## src/rtl/frost_lsu_pkg.sv

```systemverilog
// Shared definitions for the load/store unit: access-size encodings and
// the controller state enum.
package frost_lsu_pkg;

    localparam logic [1:0] SZ_BYTE = 2'd0;
    localparam logic [1:0] SZ_HALF = 2'd1;
    localparam logic [1:0] SZ_WORD = 2'd2;
    localparam logic [1:0] SZ_RSVD = 2'd3;

    typedef enum logic [2:0] {
        IDLE  = 3'd0,
        ISSUE = 3'd1,
        WAIT  = 3'd2,
        WRITE = 3'd3,
        RESP  = 3'd4
    } lsu_state_t;

endpackage

```

## src/rtl/lsu_align.sv

```systemverilog
// Combinational lane logic for the load/store unit: little-endian byte/half
// extraction with sign or zero extension for loads, and read-modify-write
// lane merge for sub-word stores. Size 3 behaves as a word access; a half
// access looks only at lane bit 1.
module lsu_align
    import frost_lsu_pkg::*;
(
    input  logic [1:0]  i_size,
    input  logic        i_unsigned,
    input  logic [1:0]  i_lane,
    input  logic [31:0] i_word,
    input  logic [31:0] i_wdata,
    output logic [31:0] o_load_data,
    output logic [31:0] o_merged
);

    logic [7:0]  w_byte;
    logic [15:0] w_half;

    assign w_byte = i_word[{i_lane, 3'b000} +: 8];
    assign w_half = i_word[{i_lane[1], 4'b0000} +: 16];

    // Load path: select the addressed lane and extend it to 32 bits.
    always_comb begin
        o_load_data = i_word;
        case (i_size)
            SZ_BYTE: o_load_data = {{24{~i_unsigned & w_byte[7]}}, w_byte};
            SZ_HALF: o_load_data = {{16{~i_unsigned & w_half[15]}}, w_half};
            default: o_load_data = i_word;
        endcase
    end

    // Store path: overwrite only the addressed lane of the current RAM word.
    always_comb begin
        o_merged = i_word;
        case (i_size)
            SZ_BYTE: o_merged[{i_lane, 3'b000} +: 8]      = i_wdata[7:0];
            SZ_HALF: o_merged[{i_lane[1], 4'b0000} +: 16] = i_wdata[15:0];
            default: o_merged = i_wdata;
        endcase
    end

endmodule

```

## src/rtl/load_store_unit.sv

```systemverilog
// Load/store unit between a CPU request port and a word-addressed RAM
// without byte enables. Sub-word stores are done as read-modify-write.
// Build option LSU_MISALIGN_CHECK_EN: misaligned half/word accesses and
// size 3 are rejected with rsp_err at N+1 without touching memory.
//
// state | meaning
// IDLE  | ready for a request, captures fields on accept
// ISSUE | mem_re for loads / sub-word stores, mem_we for word stores
// WAIT  | RAM data valid; register load result or merged store word
// WRITE | mem_we with the merged word
// RESP  | one-cycle rsp_valid
module load_store_unit
    import frost_lsu_pkg::*;
(
    input  logic        clk,
    input  logic        rst_n,
    input  logic        i_req_valid,
    output logic        o_req_ready,
    input  logic        i_req_we,
    input  logic [1:0]  i_req_size,
    input  logic        i_req_unsigned,
    input  logic [31:0] i_req_addr,
    input  logic [31:0] i_req_wdata,
    output logic        o_rsp_valid,
    output logic [31:0] o_rsp_rdata,
    output logic        o_rsp_err,
    output logic [29:0] o_mem_addr,
    output logic [31:0] o_mem_din,
    output logic        o_mem_re,
    output logic        o_mem_we,
    input  logic [31:0] i_mem_dout
);

    lsu_state_t  r_state;
    lsu_state_t  w_next;

    logic        r_we;
    logic [1:0]  r_size;
    logic        r_unsigned;
    logic [31:0] r_addr;
    logic [31:0] r_wdata;
    logic [31:0] r_merged;
    logic [31:0] r_rdata;

    logic        w_accept;
    logic        w_word_acc;
    logic        w_skip_mem;
    logic [31:0] w_load_data;
    logic [31:0] w_merged;

`ifdef LSU_MISALIGN_CHECK_EN
    logic        r_err;
    logic        w_misalign;

    assign w_misalign = ((i_req_size == SZ_HALF) &&  i_req_addr[0])
                      || ((i_req_size == SZ_WORD) && (i_req_addr[1:0] != 2'b00))
                      ||  (i_req_size == SZ_RSVD);
    assign w_skip_mem = w_misalign;
    assign o_rsp_err  = (r_state == RESP) && r_err;
`else
    assign w_skip_mem = 1'b0;
    assign o_rsp_err  = 1'b0;
`endif

    assign w_accept    = i_req_valid && (r_state == IDLE);
    assign w_word_acc  = (r_size == SZ_WORD) || (r_size == SZ_RSVD);
    assign o_mem_addr  = r_addr[31:2];
    assign o_mem_din   = (r_state == WRITE) ? r_merged : r_wdata;
    assign o_rsp_rdata = r_rdata;

    lsu_align u_align (
        .i_size      (r_size),
        .i_unsigned  (r_unsigned),
        .i_lane      (r_addr[1:0]),
        .i_word      (i_mem_dout),
        .i_wdata     (r_wdata),
        .o_load_data (w_load_data),
        .o_merged    (w_merged)
    );

    // State register; reset forces IDLE so the RAM strobes drop at once.
    always_ff @(posedge clk or negedge rst_n) begin
        if (!rst_n) begin
            r_state <= IDLE;
        end else begin
            r_state <= w_next;
        end
    end

    // Next-state and strobe decode, strobes depend only on registered state.
    always_comb begin
        w_next      = r_state;
        o_req_ready = 1'b0;
        o_mem_re    = 1'b0;
        o_mem_we    = 1'b0;
        o_rsp_valid = 1'b0;
        case (r_state)
            IDLE: begin
                o_req_ready = 1'b1;
                if (i_req_valid) begin
                    w_next = w_skip_mem ? RESP : ISSUE;
                end
            end
            ISSUE: begin
                if (r_we && w_word_acc) begin
                    o_mem_we = 1'b1;
                    w_next   = RESP;
                end else begin
                    o_mem_re = 1'b1;
                    w_next   = WAIT;
                end
            end
            WAIT: begin
                w_next = r_we ? WRITE : RESP;
            end
            WRITE: begin
                o_mem_we = 1'b1;
                w_next   = RESP;
            end
            RESP: begin
                o_rsp_valid = 1'b1;
                w_next      = IDLE;
            end
            default: w_next = IDLE;
        endcase
    end

    // Request capture, merge/load result registers; rdata is cleared as a
    // store or error response is entered and otherwise holds.
    always_ff @(posedge clk or negedge rst_n) begin
        if (!rst_n) begin
            r_we       <= 1'b0;
            r_size     <= SZ_BYTE;
            r_unsigned <= 1'b0;
            r_addr     <= '0;
            r_wdata    <= '0;
            r_merged   <= '0;
            r_rdata    <= '0;
`ifdef LSU_MISALIGN_CHECK_EN
            r_err      <= 1'b0;
`endif
        end else begin
            if (w_accept) begin
                r_we       <= i_req_we;
                r_size     <= i_req_size;
                r_unsigned <= i_req_unsigned;
                r_addr     <= i_req_addr;
                r_wdata    <= i_req_wdata;
`ifdef LSU_MISALIGN_CHECK_EN
                r_err      <= w_misalign;
                if (w_misalign) begin
                    r_rdata <= '0;
                end
`endif
            end
            if ((r_state == ISSUE) && r_we && w_word_acc) begin
                r_rdata <= '0;
            end
            if (r_state == WAIT) begin
                if (r_we) begin
                    r_merged <= w_merged;
                end else begin
                    r_rdata  <= w_load_data;
                end
            end
            if (r_state == WRITE) begin
                r_rdata <= '0;
            end
        end
    end

endmodule

```

## config.mk

```make
export PLATFORM = sky130hd
export DESIGN_NAME = load_store_unit
export DESIGN_NICKNAME = d
export VERILOG_FILES = /design/src/rtl/frost_lsu_pkg.sv /design/src/rtl/lsu_align.sv /design/src/rtl/load_store_unit.sv
export SDC_FILE = /design/constraint.sdc
export NUM_CORES = 1
export LEC_CHECK = 0
export CAP_MARGIN = 20
export CELL_PAD_IN_SITES_DETAIL_PLACEMENT = 0
export CELL_PAD_IN_SITES_GLOBAL_PLACEMENT = 2
export CORE_UTILIZATION = 33
export DETAILED_ROUTE_END_ITERATION = 12
export GPL_TIMING_DRIVEN = 0
export PLACE_DENSITY_LB_ADDON = 0.12
export SYNTH_ARGS = -nofsm -noshare
export SYNTH_HDL_FRONTEND = slang
export SYNTH_SLANG_ARGS = --single-unit
```

## constraint.sdc

```tcl
create_clock -name clk -period 6.23 [get_ports clk]
set_input_delay 1.246 -clock clk [delete_from_list [all_inputs] [get_ports clk]]
set_output_delay 1.246 -clock clk [all_outputs]
set_load 0.02 [all_outputs]
```

# == After elaboration in Yosys (flattened, before gate mapping) ==
# Cells that the tools add are included.
# totals
reg_bits,135
# op_classes
muxes,19
eq_ne,8
add_sub_neg,2
n_reduce_logical,8
shifts,6
n_bitwise,3
# ops
op,count
$mux W32,5
$pmux W32 S2,2
$bwmux W32,2
$shift A16 B7 Y32 const A,1
$shift A8 B7 Y32 const A,1
$shiftx A16 B7 Y32,1
$shiftx A32 B6 Y16,1
$shiftx A32 B6 Y8,1
$shiftx A8 B7 Y32,1
$neg A5 Y7,2
$pmux W3 S4,1
$mux W3,3
$eq A3 B2 Y1 const B,2
$mux W1,5
$eq A2 B2 Y1 const B,2
$logic_and A1 B1 Y1,4
$eq A3 B1 Y1 const B,1
$eq A3 B3 Y1 const B,1
$logic_not A3 Y1,1
$and A1 B1 Y1,2
$eq A2 B1 Y1 const B,1
$logic_not A2 Y1,1
$ne A2 B2 Y1 const B,1
$pmux W1 S2,1
other kinds (3),3

# == Logic depth before layout (Yosys ltp) ==
# depth
word_depth,7
ltp_mapped,9
mapped_depth_nobuf,6

# == Modules after synthesis ==
# A second synthesis with hierarchy kept.
# unflattened
cells_unflattened,642
hier_area_um2,7365.8
# by_module_without_submodules
module,seq_area_each_um2,n_inst,area_per_inst_um2,cells_per_inst
load_store_unit,3378.2,1,5693.0,369
lsu_align,0.0,1,1672.9,273

# == Worst setup path after synthesis ==
# Ideal clock, no wire load.
# synth_timing
path_kind,register to output
from,register r_state[1]
to,output o_mem_din[10]
required_ns,4.984
arrival_ns,1.433
path_stages_with_launch,5
slack_ns,3.551
n_path_buf,2
cell_sequence,dfrtp_1 buf_2 nand3b_1 clkbuf_1 mux2_2
# synth_via
elab_chain_len,2
# synth_lines
item,line_no,source
start: declaration,load_store_unit.sv:34,lsu_state_t r_state;
start signal: assignment,load_store_unit.sv:86,r_state <= w_next;
$eq A3 B2 Y1,load_store_unit.sv:68,assign o_mem_din = (r_state == WRITE) ? r_merged : r_wdata;
$mux W32,load_store_unit.sv:68,
end: declaration,load_store_unit.sv:28,"output logic [31:0] o_mem_din,"
# No other way between the ends.

# == Final worst setup path ==
# layout_timing
from,register r_state[1]
to,output o_mem_din[7]
# Same word-level chain as after synthesis.

==> run metrics <==
setup TNS 0 ns; dpl cells 1148; clock sinks between 100 and 150; total CTS buffers 17; Layout fillers approximately 2000; share of cells above drive strength 1 0.215; Synth Register Bits between 100 and 150; Data required, critical path 4.98 ns; Area growth syn-to-layout 41.4%; root buf cell clkbuf_16; Final setup viols 0; Crit. End Element primary output; synth unique cells 49; mapped cell area slightly above 7000 µm²; Starting Density 0.341; Synth area leader dfrtp_1; die area about 23000 µm²; Vias per Instance 5.24; Tightest Pin Transition between 0.7 and 0.8 ns; synth top area cells dfrtp_1 (46%), mux2_2 (16%), a22o_1 (4.3%), a221oi_1 (3.7%), buf_4 (3.2%); yosys warns 0; Max Root-Sink Buffers 2; IO Count approximately 200; initial antenna violation count 0; wire per inst around 21 µm; syn_nets 780; status complete, no violations; placer's final routability congestion estimate a little over 0.8; Total Wirelength approximately 25000 µm; Max-Slew Margin vs Limit 0.494; Max Freq 248 MHz; largest net degree at the start of global routing 86; EDFF count, synth 0; post-route antenna net violation count 0; Seq/Total Area, Yosys 0.464; row cnt between 50 and 60; top cell type's share of synthesized area 0.464; PortBufs 200; Worst Path Max Fanout 10; asr flop ratio synth 1.00; DR iter-0 viols 405; TritonRoute pass-1 iters 5; Avg Synthesized Cell Area between 10 and 15 µm²; H-tree levels 4; setup bufs post-CTS 0; vias 6178; total power ~5.8 mW; total core area 21400 µm²; first-pass GRT wire length 37400 µm; Pins Over Slew Limit 0; CP arrival between 2 and 3 ns; hpwl dp 18700 µm; Overflow after GRT 0; number of hold buffers added after CTS 0; number of global-route vias before repair 6294; Post-Syn Instances 672; # diodes 0; top-count cell post-synth dfrtp_1; Power Dens Cells approximately 560 nW/µm²; most common flop cell mapped by yosys dfrtp_1; Worst VDD drop between 200 and 250 µV; final hold viol count 0; post-CTS resize count 0; Max-cap violations 0; fin crit share 0.648; clock slew at reported path FFs 0.06 ns; CTS tree yes; post-route insts no fill roughly 1200; minimum clock period 4.03 ns; CP startpoint kind flop; hold crit path type flop to flop; Lkg Pwr 4.36 nW; worst skew pair latency around 0.42 ns; die height around 150 µm; Total GRT Usage 0.225; Post-Route Utilization 0.482; hold_ws 0.472 ns; Clock Skew 0.0119 ns; Post-route DRC 0; RSZ-0062 raised after global routing no; most instantiated cells after synthesis dfrtp_1 (135), mux2_2 (101), nand2_1 (57); Die X-Extent between 150 and 200 µm; Nets 1000; critical path type flop to primary output
-- worst paths after layout --
path,slack [ns],cells past startpoint,startpoint,to
max in group asynchronous,4.63,2,rst_n,r_size[0]
min reg2reg,0.47,2,r_merged[18],r_merged[18]
min in group asynchronous,0.76,1,rst_n,r_addr[15]
min,0.47,2,r_merged[18],r_merged[18]
max reg2reg,3.23,9,r_addr[1],r_merged[30]
max,2.20,5,r_state[1],o_mem_din[7]
-- per-stage QoR --
stage / area, µm² / setup WS, ns
3_3_place_gp: 9630 / -1.66
4_1_cts: 10300 / 2.13
6_report: 10300 / 2.20
2_1_floorplan: 7280 / 3.55
3_5_place_dp: 9650 / 2.58
5_1_grt: 10300 / 2.07
-- sequential cells by signal, indices dropped and copies added, names as in the netlist --
register     cells
r_state          3
r_merged        32
r_we             1
r_wdata         32
r_size           2
r_addr          32
o_rsp_rdata     32
r_unsigned       1
-- routing by layer --
| metal | up-vias | GRT usage | share of wire |
|---|---|---|---|
| met5 | - | 0 | 0 |
| met4 | 0 | 0.0783 | 0.023 |
| met3 | 33 | 0.0439 | 0.061 |
| met2 | 233 | 0.369 | 0.48 |
| met1 | 3045 | 0.294 | 0.44 |
| li1 | 2867 | - | - |
-- critical path, cell delays in order (launching register included) --
cell and delay [ns]:
dfrtp_1 0.36, buf_2 0.17, nand3b_1 0.27, clkbuf_1 0.61
mux2_2 0.42, clkdlybuf4s50_1 0.54
-- layout make-up --
type | count | area (µm²) | share of cell area
flip-flops and latches | 135 | 3380 | 0.328
multi-input cells | 439 | 3370 | 0.327
repair buffers | 201 | 2030 | 0.197
plain buffers | 82 | 470 | 0.0457
clock buffers | 20 | 467 | 0.0453
well taps | 275 | 344 | 0.0334
clock inverters | 11 | 171 | 0.0167
inverters | 16 | 60.1 | 0.00584
-- power breakdown --
group          internal (mW)  switching, mW
Sequential              1.30          0.367
Combinational           1.51           1.53
Clock                  0.702          0.400
Total                   3.51           2.30
-- logic make-up (layout without fill, tap and decap cells) --
| group | after synthesis | after routing | synth area share |
|---|---|---|---|
| simple gates | 147 | 147 | 0.0938 |
| other cells | 1 | 1 | 0.000515 |
| compound gates | 160 | 160 | 0.163 |
| buf+inv | 98 | 330 | 0.0729 |
| fa+ha+maj | 5 | 5 | 0.00859 |
| mux | 126 | 126 | 0.197 |
| flops | 135 | 135 | 0.464 |
-- layout by cell type (no fill, tap or decap), drive strengths merged, types with 5 or more instances in the layout --
| master | Yosys | routed |
|---|---|---|
| nand2 | 57 | 57 |
| inv | 16 | 17 |
| mux2 | 101 | 101 |
| nor3 | 5 | 5 |
| clkdlybuf4s50 | 0 | 199 |
| buf | 56 | 58 |
| a21oi | 17 | 17 |
| a221oi | 31 | 31 |
| a22o | 36 | 36 |
| nor2b | 5 | 5 |
| mux2i | 21 | 21 |
| clkbuf | 26 | 46 |
| dfrtp | 135 | 135 |
| nor2 | 49 | 49 |
| nand2b | 8 | 8 |
| ha | 5 | 5 |
| a22oi | 18 | 18 |
| o21ai | 33 | 33 |
Note: power is estimated with default switching activity, not from simulation.
